### config.mk
export PLATFORM = sky130hd
export DESIGN_NAME = md_sequencer
export DESIGN_NICKNAME = d
export VERILOG_FILES = /design/src/rtl/md_sequencer.sv
export SDC_FILE = /design/constraint.sdc
export NUM_CORES = 1
export LEC_CHECK = 0
export CORE_MARGIN = 5
export CORE_UTILIZATION = 33
export CTS_BUF_LIST = sky130_fd_sc_hd__clkbuf_16
export CTS_CLUSTER_DIAMETER = 30
export CTS_CLUSTER_SIZE = 30
export DETAILED_ROUTE_END_ITERATION = 10
export PLACE_DENSITY_LB_ADDON = 0.12
export SETUP_SLACK_MARGIN = 0.2
export SLEW_MARGIN = 20
export SYNTH_ARGS = -nofsm -noshare
export SYNTH_HDL_FRONTEND = slang
export SYNTH_SLANG_ARGS = --single-unit
### constraint.sdc
create_clock -name clk -period 3.55 [get_ports clk]
set_input_delay 0.71 -clock clk [delete_from_list [all_inputs] [get_ports clk]]
set_output_delay 0.71 -clock clk [all_outputs]
set_load 0.05 [all_outputs]
### src/rtl/md_sequencer.sv
// Iterative multiply/divide unit with HI/LO register file for the MIPS core.
// A 32-step shift-add multiply or restoring divide runs on latched magnitudes; signs are fixed in FIX.
module md_sequencer #(
  parameter int WIDTH = 32,
  parameter int ITERS = 32
) (
  input  logic             clk,
  input  logic             reset,
  input  logic             mdstart,
  input  logic [1:0]       mdop,
  input  logic [WIDTH-1:0] srca,
  input  logic [WIDTH-1:0] srcb,
  input  logic             hiloread,
  input  logic             hilosel,
  input  logic [1:0]       hilowrite,
  input  logic [WIDTH-1:0] hilowd,
  output logic [WIDTH-1:0] hilo_out,
  output logic             busy,
  output logic             stall,
  output logic [1:0]       dbg_state_o
);

  localparam int CW = $clog2(ITERS);

  typedef enum logic [1:0] {
    S_IDLE = 2'd0,
    S_CALC = 2'd1,
    S_FIX  = 2'd2
  } state_t;

  state_t             state_q, state_d;
  logic [CW-1:0]      cnt_q, cnt_d;
  logic [WIDTH-1:0]   b_q, b_d;
  logic [2*WIDTH-1:0] p_q, p_d;
  logic [WIDTH-1:0]   hi_q, hi_d;
  logic [WIDTH-1:0]   lo_q, lo_d;
  logic               mul_q, mul_d;
  logic               neg_q, neg_d;
  logic               dneg_q, dneg_d;
  logic               div0_q, div0_d;

  logic [WIDTH-1:0]   a_mag, b_mag;
  logic [WIDTH:0]     mul_sum;
  logic [WIDTH:0]     div_rs;
  logic [WIDTH+1:0]   div_diff;
  logic [2*WIDTH-1:0] prod_fix;
  logic [WIDTH-1:0]   quot_fix, rem_fix;

  // Magnitudes are taken as unsigned, so 0x80000000 maps to 2^31 without overflow.
  assign a_mag = (mdop[1] && srca[WIDTH-1]) ? -srca : srca;
  assign b_mag = (mdop[1] && srcb[WIDTH-1]) ? -srcb : srcb;

  // p_q holds {partial product, multiplier} for multiply and {remainder, dividend/quotient} for divide.
  assign mul_sum  = {1'b0, p_q[2*WIDTH-1:WIDTH]} + (p_q[0] ? {1'b0, b_q} : '0);
  assign div_rs   = {p_q[2*WIDTH-1:WIDTH], p_q[WIDTH-1]};
  assign div_diff = {1'b0, div_rs} - {2'b00, b_q};

  assign prod_fix = neg_q ? -p_q : p_q;
  assign quot_fix = neg_q ? -p_q[WIDTH-1:0] : p_q[WIDTH-1:0];
  assign rem_fix  = dneg_q ? -p_q[2*WIDTH-1:WIDTH] : p_q[2*WIDTH-1:WIDTH];

  always_comb begin
    state_d = state_q;
    cnt_d   = cnt_q;
    b_d     = b_q;
    p_d     = p_q;
    hi_d    = hi_q;
    lo_d    = lo_q;
    mul_d   = mul_q;
    neg_d   = neg_q;
    dneg_d  = dneg_q;
    div0_d  = div0_q;
    case (state_q)
      S_IDLE: begin
        if (hilowrite[1]) hi_d = hilowd;
        if (hilowrite[0]) lo_d = hilowd;
        if (mdstart) begin
          mul_d   = mdop[0];
          neg_d   = mdop[1] & (srca[WIDTH-1] ^ srcb[WIDTH-1]);
          dneg_d  = mdop[1] & srca[WIDTH-1];
          div0_d  = (srcb == '0);
          b_d     = b_mag;
          p_d     = {{WIDTH{1'b0}}, a_mag};
          cnt_d   = '0;
          state_d = S_CALC;
        end
      end
      S_CALC: begin
        if (mul_q) begin
          p_d = {mul_sum, p_q[WIDTH-1:1]};
        end else if (div_diff[WIDTH+1]) begin
          p_d = {div_rs[WIDTH-1:0], p_q[WIDTH-2:0], 1'b0};
        end else begin
          p_d = {div_diff[WIDTH-1:0], p_q[WIDTH-2:0], 1'b1};
        end
        cnt_d = cnt_q + 1'b1;
        if (cnt_q == CW'(ITERS - 1)) state_d = S_FIX;
      end
      S_FIX: begin
        if (mul_q) begin
          hi_d = prod_fix[2*WIDTH-1:WIDTH];
          lo_d = prod_fix[WIDTH-1:0];
        end else begin
          hi_d = rem_fix;
          lo_d = div0_q ? '1 : quot_fix;
        end
        cnt_d   = '0;
        state_d = S_IDLE;
      end
      default: state_d = S_IDLE;
    endcase
  end

  always_ff @(posedge clk) begin
    if (reset) begin
      state_q <= S_IDLE;
      cnt_q   <= '0;
      b_q     <= '0;
      p_q     <= '0;
      hi_q    <= '0;
      lo_q    <= '0;
      mul_q   <= 1'b0;
      neg_q   <= 1'b0;
      dneg_q  <= 1'b0;
      div0_q  <= 1'b0;
    end else begin
      state_q <= state_d;
      cnt_q   <= cnt_d;
      b_q     <= b_d;
      p_q     <= p_d;
      hi_q    <= hi_d;
      lo_q    <= lo_d;
      mul_q   <= mul_d;
      neg_q   <= neg_d;
      dneg_q  <= dneg_d;
      div0_q  <= div0_d;
    end
  end

  // Handshake: while busy, mdstart/hilowrite are dropped and stall tells the pipeline to hold and reissue.
  assign busy        = (state_q != S_IDLE);
  assign stall       = busy & (hiloread | mdstart | (|hilowrite));
  assign hilo_out    = hilosel ? hi_q : lo_q;
  assign dbg_state_o = state_q;

endmodule

======== Word level (Yosys, flattened, before mapping) ========
Cells that the tools add are included.
word-level totals
  output and inout bits ................... 36
  word-level logic and storage cells ...... 69
  register bits ........................... 171
cells by class
  equality and inequality tests ........... 7
  add/subtract/negate cells ............... 8
  reductions and logical operators ........ 15
  bitwise gates (word level) .............. 6
  mux-type cells .......................... 23
operators with widths
  operator                                              number
  2-to-1 mux 32 bit                                     11
  2-to-1 mux 64 bit                                     4
  negation 32 bit                                       4
  case mux 32 bit (2 select lines)                      2
  case mux 64 bit (2 select lines)                      1
  negation 64 bit                                       1
  subtractor 33 x 32 -> 34 bit                          1
  adder 32 x 32 -> 33 bit                               1
  zero test 32 bit                                      1
  case mux 5 bit (3 select lines)                       1
  AND reduction 2 bit                                   6
  inequality test 2 bit (second input constant)         4
  nonzero test 2 bit                                    3
  adder 5 x 1 -> 5 bit (second input constant)          1
  equality test 5 bit (second input constant)           1
  2-to-1 mux 5 bit                                      1
  2-to-1 mux 2 bit                                      2
  case mux 2 bit (2 select lines)                       1
  AND 1 bit                                             3
  nonzero test 3 bit                                    1
  equality test 2 x 1 -> 1 bit (second input constant)  1
  equality test 2 bit (second input constant)           1
  logical AND 1 bit                                     2
  zero test 2 bit                                       1
  3 further kinds                                       4

======== Logic depth before layout (Yosys ltp) ========
  word-level depth ........................ 5
  mapped depth ............................ 14

======== Worst setup path before layout ========
Ideal clock, no wire load.
  path kind ............................... input to register
  start point ............................. input srcb[4]
  end point ............................... register b_q[30]
  setup time .............................. 0.086 ns
  slack ................................... 0.177 ns
  stages .................................. 9
  required time ........................... 3.464 ns
  arrival time ............................ 3.288 ns
  cell sequence ........................... or4_1 nor4_1 nand2_1 nor4_1 nand2_1 or4_1 o41ai_1 xor2_1 a211oi_1
on the way
  cells in the longest elaborated chain, start to end .. 2
RTL lines
  element               line  text
  from (decl)           12    input logic [WIDTH-1:0] srcb,
  negation 32 bit       51    assign b_mag = (mdop[1] && srcb[WIDTH-1]) ? -srcb : srcb;
  2-to-1 mux 32 bit     51
  to (signal assigned)  118   b_q <= '0;
  to (signal assigned)  129   b_q <= b_d;
  to (decl)             33    logic [WIDTH-1:0] b_q, b_d;
No other way between the ends.
A chain may end at the register's enable or synchronous reset.

======== Worst setup path after layout ========
  start point ............................. register p_q[18]
  end point ............................... register hi_q[25]
on the way
  cells in the longest elaborated chain, start to end .. 4
RTL lines
  element                           line  text
  from (decl)                       34    logic [2*WIDTH-1:0] p_q, p_d;
  from (signal assigned)            130   p_q <= p_d;
  negation 64 bit                   58    assign prod_fix = neg_q ? -p_q : p_q;
  2-to-1 mux 64 bit                 58
  2-to-1 mux 32 bit                 100   if (mul_q) begin
  case mux 32 bit (2 select lines)  73    case (state_q)
  to (signal assigned)              131   hi_q <= hi_d;
  to (decl)                         35    logic [WIDTH-1:0] hi_q, hi_d;
No other way between the ends.

==> metrics <==
detailed placement HPWL 41800 um; Peak VDD IR 0.000272 V; final worst slack between 200 and 250 ps; synthesized area between 10000 and 15000 um2; fmax about 300 MHz; drt drc 0; gr ovfl total 0; leakage just over 7 nW; largest net degree at the start of global routing 78; Worst Hold Endpoint lo_q[18]; initial antenna violation count 2; die area 48100 um2; syn nets roughly 2100; first-pass GRT wire length between 80000 and 90000 um; CTS root buffer clkbuf_16; Nets around 2300; initial core utilization 0.335; Reg-to-Reg Start p_q[18]; Hold WC Path Type reg2reg; PortBufs 140; fin crit period between 3000 and 4000 ps; Worst setup EP type register; biggest area consumer among synthesized cells dfxtp_1; Total Routing Usage GR 0.220; H-tree depth 4; Reg2Reg Capture Point hi_q[25]; Seq/Total Area, Yosys 0.237; final wirelength about 54000 um; post-route ant nets 0; post-synth top area share 0.237; total clock buffers created by CTS 17; Yosys cell types around 80; Post-synth top cells nand2_1, nor2_1, a21oi_1; R2R cell count 9; skew final 13.8 ps; power density over cell area roughly 480 nW/um2; count leader, synth nand2_1; Slew headroom 0.338; Final period util 0.933; asr flop ratio synth 0; clk_lat worst skew around 450 ps; setup TNS 0 ps; Worst Min Path Start lo_q[18]; Post-CTS Hold Fix Bufs 0; Reg2Reg Setup Slack roughly 240 ps; Std-Cell Rows between 70 and 80; WP data arrival 3600 ps; initial drt markers 1190; CORE AREA 43200 um2; status finished clean; WL per Instance between 20 and 25 um; # setup viols final 0; I/O pin cnt around 140; unrepaired setup endpoints after global routing true; Max Buffers Root-to-Sink 2; vias in the first global route between 10000 and 15000; yosys warns 0; Post-synth EDFFs 0; Layout Area Growth over Synthesis 25.9%; Startpoint Class register; Main synth FF type dfxtp_1; Placement Cell Area between 15000 and 20000 um2; Die Wd approximately 220 um; final instance area around 18000 um2; Sink Count between 150 and 200; via count 14997; die height 219 um; CP required 3840 ps; Antenna Cells 0; CP Class reg2reg; Post-Place Worst Slack -316 ps; iteration count of the initial detailed-routing pass 5; vias per inst about 5.6; Post-Synthesis Cells roughly 1900; average size of a mapped cell 7.45 um2; Worst Max-Slew Pin Slew ~990 ps; flops & latches, synth about 170; layout cells sized above 1 0.139; total power draw 8.68 mW; Clk pin slew, worst setup/hold paths approximately 70 ps; GPL Wtd Cong 0.929; Pins Over Slew Limit 0; Max FO, Critical Path 7; CTS tree yes; Worst Hold Depth 2; maxcap violations 0; Fin. Hold Viols 0; Synth area leaders dfxtp_1, a21oi_1, ha_1, nand2_1, nor2_1
[worst max path at each step]
| stage | from | to | slack [ps] |
|---|---|---|---|
| after floorplan | srcb[4] | b_q[30] | 250 |
| after global placement | srcb[4] | b_q[30] | -310 |
| after detailed placement | srcb[4] | b_q[30] | -320 |
| after CTS | p_q[18] | hi_q[30] | 170 |
| after global routing | p_q[18] | hi_q[25] | 140 |
| final | p_q[18] | hi_q[25] | 240 |
[layout by cell type (no fill, tap or decap), drive strengths merged, types with 9 or more instances in the layout]
master,synthesis,final
nand2,229,229
nor3,35,35
o21a,13,13
a211oi,55,55
a21o,34,34
nand4,12,12
clkbuf,107,17
buf,19,162
a2111oi,12,12
a22o,11,11
ha,70,70
inv,69,75
xnor2,83,83
nand2b,22,22
a21oi,183,183
xor2,79,79
o221ai,33,33
or3,17,17
and3,14,14
a31oi,16,16
a311oi,15,15
or2,9,9
o31ai,24,24
or4,18,18
nand3,25,25
and2,11,11
mux2,34,34
o21ai,116,116
nor2,194,194
o41ai,12,12
o21bai,9,9
nor4,18,18
dfxtp,171,171
o211ai,41,41
mux2i,48,48
a22oi,9,9
clkdlybuf4s50,0,107
nor2b,13,13
[stage by stage]
step                hold slack [ps]  utilization  std cells
floorplan                       427            -       1938
global route                    467        0.421       2698
CTS                             454        0.416       2691
detailed placement              444        0.402       2659
finish                          451        0.421       2698
global placement                437        0.402       2659
[registers in the layout, summed over array words and instances, names as in the netlist]
| name | count |
|---|---|
| lo_q | 32 |
| div0_q | 1 |
| p_q | 64 |
| dbg_state_o | 2 |
| neg_q | 1 |
| b_q | 32 |
| dneg_q | 1 |
| hi_q | 32 |
| cnt_q | 5 |
| mul_q | 1 |
[power by group]
group	leakage (nW)	switching [mW]	internal [mW]	total [mW]
Sequential	1.41	0.186	2.09	2.28
Combinational	5.38	2.53	1.88	4.41
Clock	0.296	0.881	1.11	1.99
[cells by family after synthesis]
| logic type | Yosys count | share of synthesized area |
|---|---|---|
| DFF | 171 | 0.237 |
| buffers and inverters | 196 | 0.0565 |
| and+or+nand+nor | 633 | 0.203 |
| muxes | 82 | 0.0598 |
| adders and majority gates | 72 | 0.0634 |
| AOI/OAI and AO/OA | 622 | 0.282 |
| xor gates and xnor gates | 162 | 0.0982 |
[worst max-delay path, cell delays in order (launching register included)]
cell	delay, ps
dfxtp_2	360
or4_4	500
or4_4	480
or4_4	540
o21a_4	290
nor4_4	300
a31oi_2	140
or3_1	340
o2111ai_1	110
a21oi_1	90
[routing by layer]
layer | vias up | GRT usage | routed length [um]
met5 | - | 0 | 8
met4 | 2 | 0.0421 | 869
met3 | 50 | 0.0464 | 3420
met2 | 437 | 0.341 | 24100
met1 | 7132 | 0.316 | 26000
li1 | 7376 | - | -
[layout make-up]
cell class,instances,area (um2)
fill,4527,25000
multi-input combinational,1571,10400
sequential,171,3430
timing repair buffer,269,2740
tap,585,732
clock buffer,17,425
inverter,69,263
clock inverter,15,170
timing repair inverter,1,7.51
[repair_timing]
item	4_1_cts	5_1_grt
setup buffers	0	6
gates resized for setup	4	43
endpoints found under the setup margin	7	41
pin swaps	0	14
cloned	0	1
(Power assumes the default switching activity.)
